<file path="config.mk">
export PLATFORM = sky130hd
export DESIGN_NAME = sine_dds
export DESIGN_NICKNAME = d
export VERILOG_FILES = /design/src/rtl/sine_dds_pkg.sv /design/src/rtl/sine_quarter_lut.sv /design/src/rtl/sine_dds.sv
export SDC_FILE = /design/constraint.sdc
export NUM_CORES = 1
export LEC_CHECK = 0
export ABC_CLOCK_PERIOD_IN_PS = 8690
export BUFFER_PORTS_ARGS = -buffer_cell sky130_fd_sc_hd__buf_2
export CORE_MARGIN = 2
export CORE_UTILIZATION = 35
export DETAILED_ROUTE_END_ITERATION = 12
export GPL_ROUTABILITY_DRIVEN = 0
export PLACE_DENSITY_LB_ADDON = 0.08
export SYNTH_ARGS = -nofsm -noshare
export SYNTH_HDL_FRONTEND = slang
export SYNTH_SLANG_ARGS = --single-unit
</file>
<file path="constraint.sdc">
create_clock -name i_clk -period 8.69 [get_ports i_clk]
set_clock_uncertainty 0.2 [all_clocks]
set_input_delay 0.869 -clock i_clk [delete_from_list [all_inputs] [get_ports i_clk]]
set_output_delay 0.869 -clock i_clk [all_outputs]
set_load 0.01 [all_outputs]
</file>
<file path="src/rtl/sine_dds_pkg.sv">
// Shared types, default sizes and the quarter-wave ROM generator for sine_dds.
package sine_dds_pkg;

  localparam int PHASE_W_DEF = 32;
  localparam int LUT_AW_DEF  = 8;
  localparam int DATA_W_DEF  = 8;

  typedef enum logic [1:0] {Q0, Q1, Q2, Q3} quadrant_t;

  // Endpoints are exact: entry 0 is zero and the last entry is full scale.
  function automatic int quarter_sine_val(input int i, input int lut_aw, input int data_w);
    real amp;
    real ang;
    amp = (2.0 ** data_w) - 1.0;
    ang = (3.14159265358979 / 2.0) * $itor(i) / ((2.0 ** lut_aw) - 1.0);
    return $rtoi(amp * $sin(ang) + 0.5);
  endfunction

endpackage

</file>
<file path="src/rtl/sine_quarter_lut.sv">
// Registered quarter-wave magnitude ROM; contents are fixed at elaboration.
module sine_quarter_lut
  import sine_dds_pkg::*;
#(
  parameter int LUT_AW = LUT_AW_DEF,
  parameter int DATA_W = DATA_W_DEF
) (
  input  logic              i_clk,
  input  logic              i_en,
  input  logic [LUT_AW-1:0] i_addr,
  output logic [DATA_W-1:0] o_mag
);

  logic [DATA_W-1:0] w_rom [2**LUT_AW];
  logic [DATA_W-1:0] r_mag;

  for (genvar g = 0; g < 2**LUT_AW; g++) begin : g_rom
    assign w_rom[g] = DATA_W'(quarter_sine_val(g, LUT_AW, DATA_W));
  end

  always_ff @(posedge i_clk) begin
    if (i_en) r_mag <= w_rom[i_addr];
  end

  assign o_mag = r_mag;

endmodule

</file>
<file path="src/rtl/sine_dds.sv">
// Three-stage DDS sine generator with valid/ready output and backpressure.
// Defining SINE_DDS_COS_EN adds a time-aligned o_cos_out from a second ROM.
module sine_dds
  import sine_dds_pkg::*;
#(
  parameter int PHASE_W = PHASE_W_DEF,
  parameter int LUT_AW  = LUT_AW_DEF,
  parameter int DATA_W  = DATA_W_DEF
) (
  input  logic                     i_clk,
  input  logic                     i_rst,
  input  logic                     i_en,
  input  logic [PHASE_W-1:0]       i_freq_word,
  input  logic                     i_freq_load,
  input  logic                     i_phase_clr,
  input  logic                     i_out_ready,
  output logic                     o_out_valid,
  output logic signed [DATA_W:0]   o_sine_out
`ifdef SINE_DDS_COS_EN
  ,
  output logic signed [DATA_W:0]   o_cos_out
`endif
);

  logic [PHASE_W-1:0]  r_acc;
  logic [PHASE_W-1:0]  r_freq;
  logic [LUT_AW+1:0]   r_ph1;
  logic                r_v1, r_v2, r_v3;
  logic                r_neg2;
  logic signed [DATA_W:0] r_sine;

  logic                w_adv;
  quadrant_t           w_q;
  logic [LUT_AW-1:0]   w_a;
  logic [LUT_AW-1:0]   w_idx;
  logic                w_neg;
  logic [DATA_W-1:0]   w_mag;
  logic [DATA_W:0]     w_mag_ext;

  assign w_adv = !r_v3 || i_out_ready;

  // Only the top LUT_AW+2 phase bits matter past the accumulator.
  assign w_q   = quadrant_t'(r_ph1[LUT_AW+1:LUT_AW]);
  assign w_a   = r_ph1[LUT_AW-1:0];
  assign w_idx = (w_q == Q1 || w_q == Q3) ? ~w_a : w_a;
  assign w_neg = (w_q == Q2 || w_q == Q3);

  sine_quarter_lut #(.LUT_AW(LUT_AW), .DATA_W(DATA_W)) u_lut_sin (
    .i_clk  (i_clk),
    .i_en   (w_adv),
    .i_addr (w_idx),
    .o_mag  (w_mag)
  );

  assign w_mag_ext = {1'b0, w_mag};

`ifdef SINE_DDS_COS_EN
  quadrant_t           w_qc;
  logic [LUT_AW-1:0]   w_idx_c;
  logic                w_neg_c;
  logic [DATA_W-1:0]   w_mag_c;
  logic [DATA_W:0]     w_mag_c_ext;
  logic                r_neg2_c;
  logic signed [DATA_W:0] r_cos;

  // Cosine is the same phase advanced by one quadrant.
  assign w_qc    = quadrant_t'(r_ph1[LUT_AW+1:LUT_AW] + 2'd1);
  assign w_idx_c = (w_qc == Q1 || w_qc == Q3) ? ~w_a : w_a;
  assign w_neg_c = (w_qc == Q2 || w_qc == Q3);

  sine_quarter_lut #(.LUT_AW(LUT_AW), .DATA_W(DATA_W)) u_lut_cos (
    .i_clk  (i_clk),
    .i_en   (w_adv),
    .i_addr (w_idx_c),
    .o_mag  (w_mag_c)
  );

  assign w_mag_c_ext = {1'b0, w_mag_c};

  always_ff @(posedge i_clk) begin
    if (i_rst) begin
      r_neg2_c <= 1'b0;
      r_cos    <= '0;
    end else if (w_adv) begin
      r_neg2_c <= w_neg_c;
      if (r_v2) r_cos <= r_neg2_c ? -w_mag_c_ext : w_mag_c_ext;
    end
  end

  assign o_cos_out = r_cos;
`endif

  always_ff @(posedge i_clk) begin
    if (i_rst) begin
      r_acc  <= '0;
      r_freq <= '0;
      r_ph1  <= '0;
      r_v1   <= 1'b0;
      r_v2   <= 1'b0;
      r_v3   <= 1'b0;
      r_neg2 <= 1'b0;
      r_sine <= '0;
    end else begin
      if (w_adv) begin
        r_v1   <= i_en;
        r_v2   <= r_v1;
        r_v3   <= r_v2;
        r_neg2 <= w_neg;
        if (r_v2) r_sine <= r_neg2 ? -w_mag_ext : w_mag_ext;
        if (i_en) begin
          r_ph1 <= r_acc[PHASE_W-1 -: LUT_AW+2];
          r_acc <= r_acc + r_freq;
        end
      end
      // Clear wins over the advance issued in the same cycle.
      if (i_phase_clr) r_acc  <= '0;
      if (i_freq_load) r_freq <= i_freq_word;
    end
  end

  assign o_out_valid = r_v3;
  assign o_sine_out  = r_sine;

endmodule

</file>
==> impl_metrics.yaml <==
synth:
  synth_compound_area_frac: 0.308
  synth_common_cells: "nand2_1, a21oi_1, nor2_1"
  synth_area_leaders: "dfxtp_1, a21oi_1, nand2_1"
  syn_inst: 1006
  postSynthAreaPerCell_um2: 7.37
  synthAdderAreaFrac: 0.0634
  synth-xor-area-share: 0.0484
  synth_top_area_cell: "dfxtp_1"
  yosysMostFrequentCell: "nand2_1"
  ys_types: 76
  synth_seq_cells: 95
  synth_area_um2: 7410
  syn-num-nets: 1081
  synth_simple_gate_area_frac: 0.202
  synth_top_family_by_area: "compound AO/OA/AOI/OAI gates"
  muxShareOfSynthArea: 0.0515
  async_reset_ff_frac: 0
  synthFlopType: "dfxtp_1"
  synth_top_area_share: 0.235
  seq_area_frac_synth: 0.267
  ys_warn_count: 0
  synth_edf_count: 8
place:
  io_buffers: 47
  dp_hpwl_um: 14800
detailed_routing:
  first_iter_violations: 419
  drtAntennaViolNets: 0
  post_drt_via_cell_ratio: 5.62
  via_count: 7193
  drt-pass1-iter-count: 5
  finalWirelength_um: 21400
  routedWlPerCell_um: 16.7
  drc: 0
pwr:
  p_sw_w: 0.000280
  sequentialPowerShare: 0.465
  leakagePower_nw: 3.19
  powerDensity_nw_per_um2: 126
  p_comb_frac: 0.136
  sw_frac_of_total: 0.275
  irDropWorstVdd_mv: 0.104
  clkPwrFrac: 0.399
  p_int_w: 0.000737
layout:
  fill_cells: 2312
  antenna_cells: 0
  nets: 1074
  drive_gt1_frac: 0.101
  post-route-util: 0.387
  synthToLayoutAreaGrowth_pct: 8.93
  seq_area_um2: 1980
  multi_input_area_um2: 5010
clocking:
  cts_hold_buf: 0
  clock_path_buffers: 2
  worstSkewPairLatency_ns: 0.35
  clock_sinks: 95
  cts_setup_buffers: 0
  cts_max_level: 3
  numCtsBuffers: 9
  cts_tree: "yes"
  root_buffer: "clkbuf_16"
  clk_pin_slew_ns: 0.07
  cts_resized: 0
timing:
  setup_viol: 0
  period_share: 0.417
  drv_slew: 0
  grt_setup_unrepaired: "false"
  slew_headroom: 0.277
  fmax_ghz: 0.276
  max_slew.worst_pin.slew_ns: 1.08
  fin_setup_tns_ns: 0
  fin_crit_ns: 3.63
  hold_viol_final: 0
worst_setup_path:
  worstSetupEndpointType: "flop"
  cp_slowest_cell: "dfxtp_1"
  worstPathCellList: "buf_4 -> xor2_1 -> buf_4 -> inv_1 -> nand2_1 -> o21ai_0 -> a21oi_1 -> o21ai_0 -> o211ai_1 -> o2bb2ai_1 -> o21ai_0"
  worst_setup_path_start_kind: "flop"
  cp.arrival_ns: 3.62
  cpPeakStageDelay_ns: 0.84
  cp.required_ns: 8.68
  crit_top_cell: "o21ai_0"
  critical_path_class: "flop to flop"
  crit_fanout: 26
outcome:
  status: "finished, final reports clean"
floorplan:
  fp.dieH_um: 150
  die_x_um: 150
  core-area_um2: 20900
  ios: 48
  die-area_um2: 22400
  start_util: 0.355
  std_cell_rows: 53
global_route:
  grt_start_max_net_pins: 66
  overflow: 0
  grtUsageTotal: 0.194
  antenna_found_initial: 0
  grt_pass1_vias: 6631
  grt_pass1_wl_um: 35200
flow_run:
  cap_violations: 0
hold_path:
  hold_path_class: "flop to flop"
kinds of logic after synthesis:
family | after synthesis
flops | 95
mux | 38
fa+ha+maj | 37
compound gates | 358
buf+inv | 103
simple gates | 334
xor+xnor | 41
through the flow:
stage	cells	cell area [um2]	hold WS, ns	total power (W)	setup slack (ns)
3_3_place_gp	1263	7780	0.246	0.000622	5.19
4_1_cts	1279	8080	0.258	0.00104	5.12
5_1_grt	1279	8080	0.276	0.00107	4.69
3_5_place_dp	1263	7780	0.249	0.000623	5.13
2_1_floorplan	1006	7410	0.236	0.000582	5.91
6_report	1279	8080	0.255	0.00102	5.06
final timing paths:
path	cells past startpoint	endpoint	startpoint	slack (ns)
setup / recovery	11	u_lut_sin.o_mag[5]$_DFFE_PN_	r_ph1[2]$_SDFFE_PP0P_	5.06
setup reg to reg	11	u_lut_sin.o_mag[5]$_DFFE_PN_	r_ph1[2]$_SDFFE_PP0P_	5.06
hold / removal	2	r_ph1[3]$_SDFFE_PP0P_	r_ph1[3]$_SDFFE_PP0P_	0.26
hold reg to reg	2	r_ph1[3]$_SDFFE_PP0P_	r_ph1[3]$_SDFFE_PP0P_	0.26
layer usage:
| metal | vias up | share of wire | GRT usage |
|---|---|---|---|
| li1 | 3668 | - | - |
| met1 | 3330 | 0.51 | 0.284 |
| met2 | 170 | 0.43 | 0.294 |
| met3 | 25 | 0.043 | 0.0323 |
| met4 | 0 | 0.017 | 0.0519 |
| met5 | - | 0 | 0 |
layout make-up:
type	count	share of cell area
Clock buffer	9	0.0279
Multi-Input combinational cell	808	0.621
Clock inverter	7	0.00883
Timing Repair Buffer	63	0.0440
Sequential cell	95	0.246
Inverter	22	0.0102
Tap cell	275	0.0426
cell usage in the layout (no fill, tap or decap), drive strengths merged, types with 20 or more instances in the layout:
| master | count |
|---|---|
| mux2i | 37 |
| nor2 | 103 |
| xnor2 | 21 |
| a211oi | 22 |
| inv | 22 |
| xor2 | 20 |
| dfxtp | 87 |
| buf | 63 |
| a21oi | 121 |
| ha | 36 |
| nand3 | 28 |
| o21ai | 74 |
| nand2 | 123 |
worst max-delay path, delay by kind of cell (launching register included):
kind                      cells  cell delay, ns
DFF                           1            0.84
and+or+nand+nor               1            0.19
xor gates and xnor gates      1            0.11
buffers and inverters         3            0.97
AOI/OAI and AO/OA             6            1.15
registers in the layout (all words and copies together), names as in the netlist:
signal and count:
r_acc 32, r_freq 32, r_ph1 10, o_sine_out 9
u_lut_sin.o_mag 8, o_out_valid 1, r_neg2 1, r_v1 1
r_v2 1
power by group through the flow:
| stage | registers, W | clock network (W) | logic, W |
|---|---|---|---|
| after floorplan | 0.000478 | 0 | 0.000104 |
| after global placement | 0.000484 | 0 | 0.000139 |
| after detailed placement | 0.000484 | 0 | 0.000139 |
| after CTS | 0.000473 | 0.000422 | 0.000139 |
| after global routing | 0.000475 | 0.000438 | 0.000158 |
| final | 0.000473 | 0.000405 | 0.000138 |
No activity file was read; power rests on OpenSTA's default activity.
